File: config.mk
export PLATFORM = sky130hd
export DESIGN_NAME = fetch_stage
export DESIGN_NICKNAME = d
export VERILOG_FILES = /design/src/rtl/fetch_stage.sv
export SDC_FILE = /design/constraint.sdc
export NUM_CORES = 1
export LEC_CHECK = 0
export ABC_AREA = 1
export CORE_AREA = 2 2 181 183
export DETAILED_ROUTE_END_ITERATION = 16
export DIE_AREA = 0 0 183 185
export PLACE_DENSITY_LB_ADDON = 0.15
export SYNTH_ARGS = -nofsm -noshare
export SYNTH_HDL_FRONTEND = slang
export SYNTH_SLANG_ARGS = --single-unit
File: constraint.sdc
create_clock -name i_clk -period 3.3 [get_ports i_clk]
set_clock_uncertainty 0.15 [all_clocks]
set_input_delay 0.33 -clock i_clk [delete_from_list [all_inputs] [get_ports i_clk]]
set_output_delay 0.33 -clock i_clk [all_outputs]
set_load 0.05 [all_outputs]
File: src/rtl/fetch_stage.sv
// fetch_stage
//   Y86-64 fetch stage. Owns the program counter, decodes the combinational
//   instruction-memory response for the current PC and registers one decoded
//   instruction per accepted cycle toward decode. Status is sticky: once a
//   halt, invalid instruction or address error is fetched, fetching stops
//   until reset.
//
//   State | Meaning
//   ------+-------------------------------------------------------------
//   RUN   | fetching; redirect > stall > accept
//   STOP  | non-AOK instruction fetched; everything frozen until reset
//
// Ports
//   i_clk, i_reset          clock, synchronous active-high reset
//   o_pc                    PC driven to instruction memory
//   i_byte0, i_byte19       memory bytes pc and pc+1..pc+9 (pc+1 in [71:64])
//   i_imem_error            current PC is out of range
//   i_stall                 hold PC and outputs
//   i_pc_load, i_pc_next    redirect request and target
//   o_f_valid               one-cycle pulse per accepted fetch
//   o_icode/o_ifun/o_ra/o_rb, o_valc, o_valp  registered instruction fields
//   o_stat                  1=AOK 2=HLT 3=ADR 4=INS
//   o_instr_count           accepted fetches, wraps modulo 2^64
module fetch_stage #(
  parameter logic [63:0] RESET_PC = 64'd0
) (
  input  logic        i_clk,
  input  logic        i_reset,
  output logic [63:0] o_pc,
  input  logic [7:0]  i_byte0,
  input  logic [71:0] i_byte19,
  input  logic        i_imem_error,
  input  logic        i_stall,
  input  logic        i_pc_load,
  input  logic [63:0] i_pc_next,
  output logic        o_f_valid,
  output logic [3:0]  o_icode,
  output logic [3:0]  o_ifun,
  output logic [3:0]  o_ra,
  output logic [3:0]  o_rb,
  output logic [63:0] o_valc,
  output logic [63:0] o_valp,
  output logic [2:0]  o_stat,
  output logic [63:0] o_instr_count
);

  localparam logic S_RUN  = 1'b0;
  localparam logic S_STOP = 1'b1;

  localparam logic [2:0] STAT_AOK = 3'd1;
  localparam logic [2:0] STAT_HLT = 3'd2;
  localparam logic [2:0] STAT_ADR = 3'd3;
  localparam logic [2:0] STAT_INS = 3'd4;

  logic        r_state;
  logic [63:0] r_pc;
  logic        r_f_valid;
  logic [3:0]  r_icode, r_ifun, r_ra, r_rb;
  logic [63:0] r_valc, r_valp;
  logic [2:0]  r_stat;
  logic [63:0] r_instr_count;

  logic [3:0]  w_icode, w_ifun, w_ra, w_rb;
  logic        w_need_regids, w_need_valc, w_instr_valid;
  logic [63:0] w_valc_src, w_valc, w_valp;
  logic [2:0]  w_stat;

  always_comb begin
    w_icode = i_byte0[7:4];
    w_ifun  = i_byte0[3:0];

    w_need_regids = (w_icode == 4'h2) || (w_icode == 4'h3) || (w_icode == 4'h4) ||
                    (w_icode == 4'h5) || (w_icode == 4'h6) || (w_icode == 4'hA) ||
                    (w_icode == 4'hB);
    w_need_valc   = (w_icode == 4'h3) || (w_icode == 4'h4) || (w_icode == 4'h5) ||
                    (w_icode == 4'h7) || (w_icode == 4'h8);

    w_ra = w_need_regids ? i_byte19[71:68] : 4'hF;
    w_rb = w_need_regids ? i_byte19[67:64] : 4'hF;

    // The constant starts one byte later when a register-specifier byte is present.
    w_valc_src = w_need_regids ? i_byte19[63:0] : i_byte19[71:8];
    w_valc = '0;
    if (w_need_valc) begin
      for (int k = 0; k < 8; k++) begin
        w_valc[8*k +: 8] = w_valc_src[56-8*k +: 8];
      end
    end

    w_valp = r_pc + 64'd1 + {63'd0, w_need_regids} + (w_need_valc ? 64'd8 : 64'd0);

    case (w_icode)
      4'h2, 4'h7: w_instr_valid = (w_ifun <= 4'd6);
      4'h6:       w_instr_valid = (w_ifun <= 4'd3);
      4'h0, 4'h1, 4'h3, 4'h4, 4'h5, 4'h8, 4'h9, 4'hA, 4'hB:
                  w_instr_valid = (w_ifun == 4'd0);
      default:    w_instr_valid = 1'b0;
    endcase

    if (i_imem_error)        w_stat = STAT_ADR;
    else if (!w_instr_valid) w_stat = STAT_INS;
    else if (w_icode == 4'h0) w_stat = STAT_HLT;
    else                     w_stat = STAT_AOK;
  end

  always_ff @(posedge i_clk) begin
    if (i_reset) begin
      r_state       <= S_RUN;
      r_pc          <= RESET_PC;
      r_f_valid     <= 1'b0;
      r_icode       <= '0;
      r_ifun        <= '0;
      r_ra          <= '0;
      r_rb          <= '0;
      r_valc        <= '0;
      r_valp        <= '0;
      r_stat        <= STAT_AOK;
      r_instr_count <= '0;
    end else begin
      case (r_state)
        S_RUN: begin
          if (i_pc_load) begin
            r_pc      <= i_pc_next;
            r_f_valid <= 1'b0;
          end else if (i_stall) begin
            r_f_valid <= 1'b0;
          end else begin
            r_f_valid     <= 1'b1;
            r_icode       <= w_icode;
            r_ifun        <= w_ifun;
            r_ra          <= w_ra;
            r_rb          <= w_rb;
            r_valc        <= w_valc;
            r_valp        <= w_valp;
            r_stat        <= w_stat;
            r_instr_count <= r_instr_count + 64'd1;
            if (w_stat == STAT_AOK) r_pc    <= w_valp;
            else                    r_state <= S_STOP;
          end
        end
        default: begin
          r_f_valid <= 1'b0;
        end
      endcase
    end
  end

  assign o_pc          = r_pc;
  assign o_f_valid     = r_f_valid;
  assign o_icode       = r_icode;
  assign o_ifun        = r_ifun;
  assign o_ra          = r_ra;
  assign o_rb          = r_rb;
  assign o_valc        = r_valc;
  assign o_valp        = r_valp;
  assign o_stat        = r_stat;
  assign o_instr_count = r_instr_count;

endmodule

==> impl_metrics.toml <==
[status]
outcome = "finished clean"

[cts]
clockBufferDepth = 3
cts_root_buf = "clkbuf_16"
clock_latency_ns = 0.53
cts_sinks = 277
cts_buffers = 34
post_cts_buffers = 0
clk_pin_slew_ns = 0.06
cts_hold_buf = 0
cts_tree = "yes"
htreeDepth = 2
cts-resized-gates = 0

[placed_design]
gp_congestion = 1.073
numPortBuffers = 424
dp_hpwl_mm = 46.65
preCtsSetupSlack_ns = -0.09107

[timing]
finalCritPeriodShare_pct = 90.07
fin_ws_ns = 0.3277
final.setup.tns_ns = 0
fmax_mhz = 336.4
finalHoldViolations = 0
slew_violations = 0
setup_viol = 0
rsz0062_at_grt = "false"
max_slew_margin_pct = 29.80
fin_crit_ns = 2.972
worst_pin_slew_ns = 1.050

[synth]
synthCells = 2482
avgSynthCellArea_sq_um = 6.219
synth_area_leaders = "dfxtp_1 (36%), nand2_1 (18%), nor2_1 (11%)"
synth_seq_area_share_pct = 35.92
synth_enable_flop_cells = 0
synthArstFlopShare_pct = 0
synth_cell_type_count = 41
syn_nets = 2635
synth_ff_type = "dfxtp_1"
synth_area_sq_mm = 0.01544
yosysWarningCount = 0
synth_top_area_share_pct = 35.92
yosys.area.top_type = "dfxtp_1"
ys_ff_latch = 277

[die]
dieArea_sq_mm = 0.03386
initial_utilization_pct = 48.18
die_h_um = 185
rows = 66
dieWidth_um = 183
core_sq_mm = 0.03204
io_pins = 425

[critical_path]
worst-setup-path-type = "input port to flip-flop"
cp_cell_sequence = "clkdlybuf4s50_1, nor2_1, nand2_1, o21a_1, o21a_1, ha_1, nand2_1, nor2_1, nand2_1, nand2_2, nand2_1, nor2_1, nand3_1, a21oi_1, nor2_1, nor2_1"
cp_common_cell = "nor2_1"
cpMaxStageDelayCell = "clkdlybuf4s50_1"
worstPathArrival_ns = 3.28
cp.required_ns = 3.61
start_kind = "input port"
critPathMaxFanout = 5
max_stage_delay_ns = 0.51
end_kind = "flip-flop"

[grt]
grt_first_pass_wirelength_mm = 92.94
use_met3_pct = 9.064
use_met1_pct = 46.07
groute.usage.overall_pct = 34.88
gr-max-usage-layer = "met2"
antenna_found_initial = 3
grt.met2_usage_pct = 55.36
grt_pass1_vias = 16800
gr-total-overflow = 0
grt_max_degree = 84

[layout]
multiInputGateArea_sq_mm = 0.008429
nFillCells = 2903
nets = 3031
seq_area_sq_mm = 0.005545
area_growth_pct = 36.95
drive_above_1_share_pct = 6.487

[detailed_routing]
finalWirelength_mm = 61.22
dr.pass1.iters = 6
drc = 0
postRouteAntennaNets = 0
drtIter0Drc = 1603
wl_per_cell_um = 18.50
num_vias = 17830
viasPerCell = 5.385

[job]
max-cap-violations = 0

[pwr]
power_density_mw_per_mm2 = 438.3
p_leak_nw = 8.559
ir_drop_uv = 352.5

[worst_hold_path]
hold_class = "input port to flip-flop"
cells in the mapped netlist (2+ instances only):
cell / instances
dfxtp_1: 277
xnor2_1: 10
mux2i_1: 4
buf_2: 28
nor3_2: 2
or2_2: 45
nand2_1: 743
nand3_2: 2
buf_1: 11
nand3b_1: 3
a21o_1: 2
o21bai_1: 2
o211ai_1: 103
nor2_4: 4
nand4_1: 29
clkbuf_1: 65
buf_6: 5
o21ai_1: 5
o21ai_0: 81
nand3_1: 128
ha_1: 4
a31oi_1: 8
and3_1: 2
and2_1: 2
nor2_2: 23
nor3_1: 16
nand2_2: 7
inv_1: 256
nand2_4: 2
a21oi_1: 129
nor2_1: 438
o21a_1: 3
xor2_1: 32
inv_2: 4
final timing paths:
| check | start | end | slack, ns | cells past startpoint |
|---|---|---|---|---|
| max | i_byte0[6] | o_pc[63]$_SDFFE_PP0P_ | 0.33 | 16 |
| min reg2reg | o_valc[15]$_SDFFE_PP0P_ | o_valc[15]$_SDFFE_PP0P_ | 0.31 | 2 |
| min | i_reset | o_pc[4]$_SDFFE_PP0P_ | 0.14 | 4 |
| max reg2reg | o_pc[16]$_SDFFE_PP0P_ | o_valp[43]$_SDFFE_PP0P_ | 0.46 | 9 |
where the power goes:
group          internal (mW)  switching (mW)
logic                  0.698            1.29
registers               3.51           0.193
clock network           2.06            1.51
total                   6.27            3.00
metrics by stage:
step | instance area [sq um] | hold slack (ns) | total power, mW | util, % | cells
6_report | 21140 | 0.1379 | 9.265 | 65.98 | 3310
5_1_grt | 21130 | 0.1505 | 9.583 | 65.96 | 3308
4_1_cts | 21130 | 0.1313 | 9.281 | 65.94 | 3306
3_5_place_dp | 20100 | 0.3053 | 5.739 | 62.72 | 3250
3_3_place_gp | 20100 | 0.3023 | 5.721 | 62.72 | 3250
2_1_floorplan | 15440 | 0.3187 | 4.942 | - | 2482
layout by cell type, fill, tap and decap left out, types with 3 or more instances in the layout:
master           Yosys  routed
nand2_1            743     743
nor2_1             438     438
clkdlybuf4s50_1      0     422
dfxtp_1            277     277
inv_1              256     255
a21oi_1            129     129
nand3_1            128     128
o211ai_1           103     103
o21ai_0             81      81
or2_2               45      45
buf_4                0      43
clkbuf_16            0      34
xor2_1              32      32
nand4_1             29      29
nor2_2              23      23
nor3_1              16      16
xnor2_1             10      10
clkbuf_1            65       9
a31oi_1              8       8
nand2_2              7       7
o21ai_1              5       5
diode_2              0       4
inv_2                4       4
nor2_4               4       4
mux2i_1              4       4
ha_1                 4       4
buf_12               0       4
o21a_1               3       3
nand3b_1             3       3
inv_6                0       3
clkinv_2             0       3
clkbuf_8             0       3
layout make-up:
class / count / area share (%)
diodes: 4 / 0.04735
repair buffers: 469 / 21.89
clock inverters: 10 / 0.5031
inverters: 261 / 4.658
flip-flops and latches: 277 / 26.23
multi-input cells: 1835 / 39.88
well taps: 408 / 2.415
clock buffers: 46 / 4.380
routing by layer:
metal  up-vias  share of wire, %
met4         2               3.4
met3       111                10
met1      8192                42
met5         -             0.015
met2       881                44
li1       8640                 -
flip-flops by register name, summed over array words and instances (netlist names):
register       count
o_instr_count     64
o_pc              64
o_valc            64
o_valp            64
o_icode            4
o_ifun             4
o_ra               4
o_rb               4
o_stat             3
o_f_valid          1
r_state            1
logic make-up (layout without fill, tap and decap cells):
kind of cell               Yosys count  in the layout  synth area share (%)
AOI/OAI and AO/OA                  335            335                 12.76
xor gates and xnor gates            42             42                 2.383
adders and majority gates            4              4                0.3242
buffers and inverters              370            786                 9.467
DFF                                277            277                 35.92
muxes                                4              4                0.2594
other                                0              4                     0
and+or+nand+nor                   1450           1450                 38.88
worst max-delay path: cells and delay by family:
family / cells / cell delay [ns]
buf+inv: 1 / 0.51
simple gates: 11 / 1.63
compound gates: 3 / 0.44
fa+ha+maj: 1 / 0.34
Note: power is estimated with default switching activity, not from simulation.
